**config.mk**
```make
export PLATFORM = sky130hd
export DESIGN_NAME = scan_ctrl
export DESIGN_NICKNAME = d
export VERILOG_FILES = /design/src/rtl/scan_ctrl.sv
export SDC_FILE = /design/constraint.sdc
export NUM_CORES = 1
export LEC_CHECK = 0
export ABC_AREA = 1
export CAP_MARGIN = 15
export CORE_MARGIN = 5
export CORE_UTILIZATION = 49
export CTS_CLUSTER_DIAMETER = 80
export DETAILED_ROUTE_END_ITERATION = 12
export PLACE_DENSITY = 0.75
export SYNTH_ARGS = -nofsm -noshare
export SYNTH_HDL_FRONTEND = slang
export SYNTH_SLANG_ARGS = --single-unit
```
**constraint.sdc**
```tcl
create_clock -name i_sys_clk -period 1.5 [get_ports i_sys_clk]
set_input_delay 0.225 -clock i_sys_clk [delete_from_list [all_inputs] [get_ports i_sys_clk]]
set_output_delay 0.225 -clock i_sys_clk [all_outputs]
set_load 0.02 [all_outputs]
```
**src/rtl/scan_ctrl.sv**
```systemverilog
// ============================================================================
//  Module      : scan_ctrl
//  Description : Full-chain scan controller for a muxed-D scan chain; shifts
//                a write word in (or recirculates) while capturing old contents.
//  Revision    : 1.0 - initial release
// ============================================================================
`default_nettype none

module scan_ctrl #(
    parameter int CHAIN_LEN = 17
) (
    input  logic                 i_sys_clk,
    input  logic                 i_sys_rst,
    input  logic                 i_start,
    input  logic                 i_recirc,
    input  logic [CHAIN_LEN-1:0] i_wdata,
    output logic                 o_busy,
    output logic                 o_done,
    output logic [CHAIN_LEN-1:0] o_rdata,
    output logic                 o_chain_se,
    output logic                 o_chain_si,
    input  logic                 i_chain_so
);

    localparam int CNT_WIDTH = $clog2(CHAIN_LEN + 1);
    localparam logic [CNT_WIDTH-1:0] c_last_cnt = CNT_WIDTH'(CHAIN_LEN - 1);
    localparam logic [CNT_WIDTH-1:0] c_cnt_one  = CNT_WIDTH'(1);

    typedef enum logic [1:0] {
        IDLE  = 2'd0,
        SHIFT = 2'd1,
        DONE  = 2'd2
    } state_t;

    state_t                 r_state;
    logic [CNT_WIDTH-1:0]   r_cnt;
    logic [CHAIN_LEN-1:0]   r_sreg;
    logic [CHAIN_LEN-1:0]   r_rdata;
    logic                   r_mode;
    logic                   r_se;
    logic                   r_si;
    logic                   r_busy;
    logic                   r_done;

    // r_si always holds the bit for the current shift cycle; r_sreg holds the
    // remaining bits with the next one to send at its MSB.
    always_ff @(posedge i_sys_clk) begin
        if (i_sys_rst) begin
            r_state <= IDLE;
            r_cnt   <= '0;
            r_sreg  <= '0;
            r_rdata <= '0;
            r_mode  <= 1'b0;
            r_se    <= 1'b0;
            r_si    <= 1'b0;
            r_busy  <= 1'b0;
            r_done  <= 1'b0;
        end else begin
            case (r_state)
                IDLE: begin
                    if (i_start) begin
                        r_state <= SHIFT;
                        r_sreg  <= i_wdata << 1;
                        r_mode  <= i_recirc;
                        r_cnt   <= '0;
                        r_se    <= 1'b1;
                        r_si    <= ~i_recirc & i_wdata[CHAIN_LEN-1];
                        r_busy  <= 1'b1;
                    end
                end
                SHIFT: begin
                    r_rdata <= {r_rdata[CHAIN_LEN-2:0], i_chain_so};
                    r_sreg  <= r_sreg << 1;
                    r_cnt   <= r_cnt + c_cnt_one;
                    if (r_cnt == c_last_cnt) begin
                        r_state <= DONE;
                        r_se    <= 1'b0;
                        r_si    <= 1'b0;
                        r_done  <= 1'b1;
                    end else begin
                        r_si    <= ~r_mode & r_sreg[CHAIN_LEN-1];
                    end
                end
                DONE: begin
                    r_state <= IDLE;
                    r_done  <= 1'b0;
                    r_busy  <= 1'b0;
                end
                default: begin
                    r_state <= IDLE;
                end
            endcase
        end
    end

    // Recirculation loops scan-out straight back to scan-in within the cycle.
    assign o_chain_si = r_se & (r_mode ? i_chain_so : r_si);
    assign o_chain_se = r_se;
    assign o_busy     = r_busy;
    assign o_done     = r_done;
    assign o_rdata    = r_rdata;

endmodule

`default_nettype wire

```
==> impl_metrics.env <==
export IMPL_run_status="complete, no violations"
export IMPL_cts_tree="built"
export IMPL_coreArea_mm2=0.003744
export IMPL_design_area_mm2=0.002510
export IMPL_final_util_pct=67.05
export IMPL_numPortBuffers=42
export IMPL_cts_buffers_inserted=5
export IMPL_fin_crit_sh_pct=97.37
export IMPL_path_cells="clkdlybuf4s50_1"
export IMPL_maxCapViolCount=0
export IMPL_cts_setup_buffers=0
export IMPL_ios=43
export IMPL_insertion_delay_ns=0.30
export IMPL_nNetsFinal=336
export IMPL_regArea_um2=900.9
export IMPL_critPathKind="flop to output pin"
export IMPL_rsz0062_at_grt="false"
export IMPL_synth_mux_area_share_pct=0
export IMPL_syn_avg_cell_area_um2=7.115
export IMPL_crit_fanout=2
export IMPL_antenna_found_initial=0
export IMPL_die_w_um=72.73
export IMPL_cp_buffers_inverters=1
export IMPL_fin_crit_ns=1.461
export IMPL_setup_tns_ns=0
export IMPL_dp_hpwl_um=2681
export IMPL_crit_slowest_cell="clkdlybuf4s50_1"
export IMPL_cp_arrival_ns=1.24
export IMPL_p_int_uw=2175
export IMPL_overflow=0
export IMPL_fin_ws_ns=0.03947
export IMPL_area_growth_pct=30.18
export IMPL_place_area_mm2=0.002396
export IMPL_hold_ws_ns=0.4701
export IMPL_fill_cells=360
export IMPL_drive_above_1_share_pct=7.348
export IMPL_finalSetupViolCount=0
export IMPL_synthCells=271
export IMPL_drc=0
export IMPL_peakVddDrop_uv=513.2
export IMPL_grt_start_max_net_pins=46
export IMPL_synth_simple_gate_area_share_pct=24.59
export IMPL_p_sw_uw=760.6
export IMPL_cp_required_ns=1.27
export IMPL_synth_xor_area_share_pct=0
export IMPL_antenna_cells=0
export IMPL_initial_utilization_pct=51.50
export IMPL_post_place_ws_ns=-0.1797
export IMPL_synth_fp_nets=295
export IMPL_first_pass_iters=4
export IMPL_clockBufferDepth=2
export IMPL_max_stage_delay_ns=0.60
export IMPL_cp_start_kind="flop"
export IMPL_worstHoldPathType="flop to flop"
export IMPL_p_leak_uw=0.001129
export IMPL_grt_pass1_wl_um=6679
export IMPL_ys_ff_latch=45
export IMPL_viasPerCell=4.864
export IMPL_mostFrequentLayoutCells="nor2_1, o21ai_0, dfxtp_1"
export IMPL_cts_sinks=45
export IMPL_grt_util_all_layers_pct=15.84
export IMPL_path_clk_slew_ns=0.08
export IMPL_dieArea_mm2=0.005290
export IMPL_ys_seq_area_share_pct=46.72
export IMPL_synth_compound_area_share_pct=17.20
export IMPL_endpoint_kind="output pin"
export IMPL_clock_power_share_pct=37.2
export IMPL_fp_dieH_um=72.73
export IMPL_ant_nets=0
export IMPL_synth_warnings=0
export IMPL_synth_top_family_by_area="simple AND/OR/NAND/NOR gates"
export IMPL_synth_fa_ha_area_share_pct=1.298
export IMPL_holdBufCountCts=0
export IMPL_fmax_ghz=0.6847
export IMPL_finalHoldViolCount=0
export IMPL_tightest_slew_ns=0.3857
export IMPL_cts_root_buf="clkbuf_8"
export IMPL_syn_area_mm2=0.001928
export IMPL_slew_violations=0
export IMPL_final_common_cell="nor2_1"
export IMPL_place_congestion=0.8040
export IMPL_powerDensity_mw_per_mm2=1169
export IMPL_multi_input_area_um2=830.8
export IMPL_post_drt_wl_per_cell_um=11.06
export IMPL_combPwrFrac_pct=16.7
export IMPL_cp_top_family="buffers and inverters"
export IMPL_switching_share_pct=25.91
export IMPL_fin_skew_ns=0.01075
export IMPL_rows=22
export IMPL_seqPwrFrac_pct=46.0
export IMPL_drt_iter0_markers=108
export IMPL_synthDistinctLibCells=19
export IMPL_wirelength_um=3991
export IMPL_grt_pass1_vias=1545
export IMPL_slew_headroom_pct=74.27
export IMPL_htree_levels=2
export IMPL_vias=1756
[routing by layer]
layer,vias to the layer above,track usage [%],part of all wire (%)
met4,0,4.508,1.1
met2,44,25.65,44
met3,6,4.959,7.0
li1,933,-,-
met5,-,0,0
met1,773,20.22,48
[kinds of logic (layout without fill, tap and decap cells)]
family	Yosys count	after routing
and+or+nand+nor	119	119
AOI/OAI and AO/OA	64	64
DFF	45	45
buffers and inverters	41	83
adders and majority gates	2	2
[sequential cells by signal, indices dropped and copies added (netlist names)]
register,cells
o_rdata,17
r_sreg,16
r_cnt,5
r_state,2
o_busy,1
o_chain_se,1
o_done,1
r_mode,1
r_si,1
[cells in the mapped netlist]
library cell / number / share of area (%)
nand2_4: 1 / 0.58
clkbuf_1: 4 / 0.78
ha_1: 2 / 1.3
buf_6: 4 / 2.3
inv_2: 3 / 0.58
buf_4: 2 / 0.78
o21ai_0: 48 / 12
nor2_1: 70 / 14
nand4_1: 2 / 0.65
a21oi_2: 2 / 0.91
nand2_1: 39 / 7.6
a21oi_1: 11 / 2.9
inv_1: 24 / 4.7
o21ai_2: 1 / 0.45
nand3_1: 6 / 1.6
dfxtp_1: 45 / 47
buf_2: 4 / 1.0
o21ai_1: 2 / 0.52
nor2_4: 1 / 0.58
[path summary, 6_finish.rpt]
kind | cells after the start | slack [ns] | from | endpoint
hold reg to reg | 2 | 0.47 | o_done$_SDFFE_PP0P_ | o_done$_SDFFE_PP0P_
hold / removal | 2 | 0.47 | o_done$_SDFFE_PP0P_ | o_done$_SDFFE_PP0P_
setup / recovery | 1 | 0.04 | o_done$_SDFFE_PP0P_ | o_done
setup reg to reg | 6 | 0.27 | r_state[1]$_SDFFE_PP0P_ | r_sreg[11]$_SDFFE_PP0P_
[power by group through the flow]
stage	combinational [uW]	sequential [uW]	clock, uW
global route	550	1370	1170
floorplan	266	1420	0
detailed placement	523	1380	0
CTS	498	1350	1120
finish	491	1350	1090
global placement	516	1380	0
[timing repair]
item / in CTS / in global routing
gates resized for setup: 18 / 3
endpoints found under the hold margin: 0 / 0
pin swaps: 0 / 0
endpoints found under the setup margin: 18 / 2
[through the flow]
| stage | instances | power, uW |
|---|---|---|
| floorplan | 271 | 1688 |
| global placement | 353 | 1894 |
| detailed placement | 353 | 1902 |
| CTS | 361 | 2971 |
| global route | 361 | 3084 |
| finish | 361 | 2935 |
[area by class of cell]
class	count	share of cell area [%]
multi-input cells	185	33.10
flip-flops and latches	45	35.89
inverters	27	4.038
repair buffers	48	19.09
well taps	48	2.393
clock buffers	5	2.742
clock inverters	3	2.742
[worst reg2reg max path, cell delays in order (launching register included)]
cell	delay (ns)
dfxtp_1	0.44
inv_2	0.09
nand2_4	0.30
nand2_1	0.11
o21ai_0	0.09
nor2_1	0.06
nor2_1	0.10
Power figures use the tool's default switching activity.
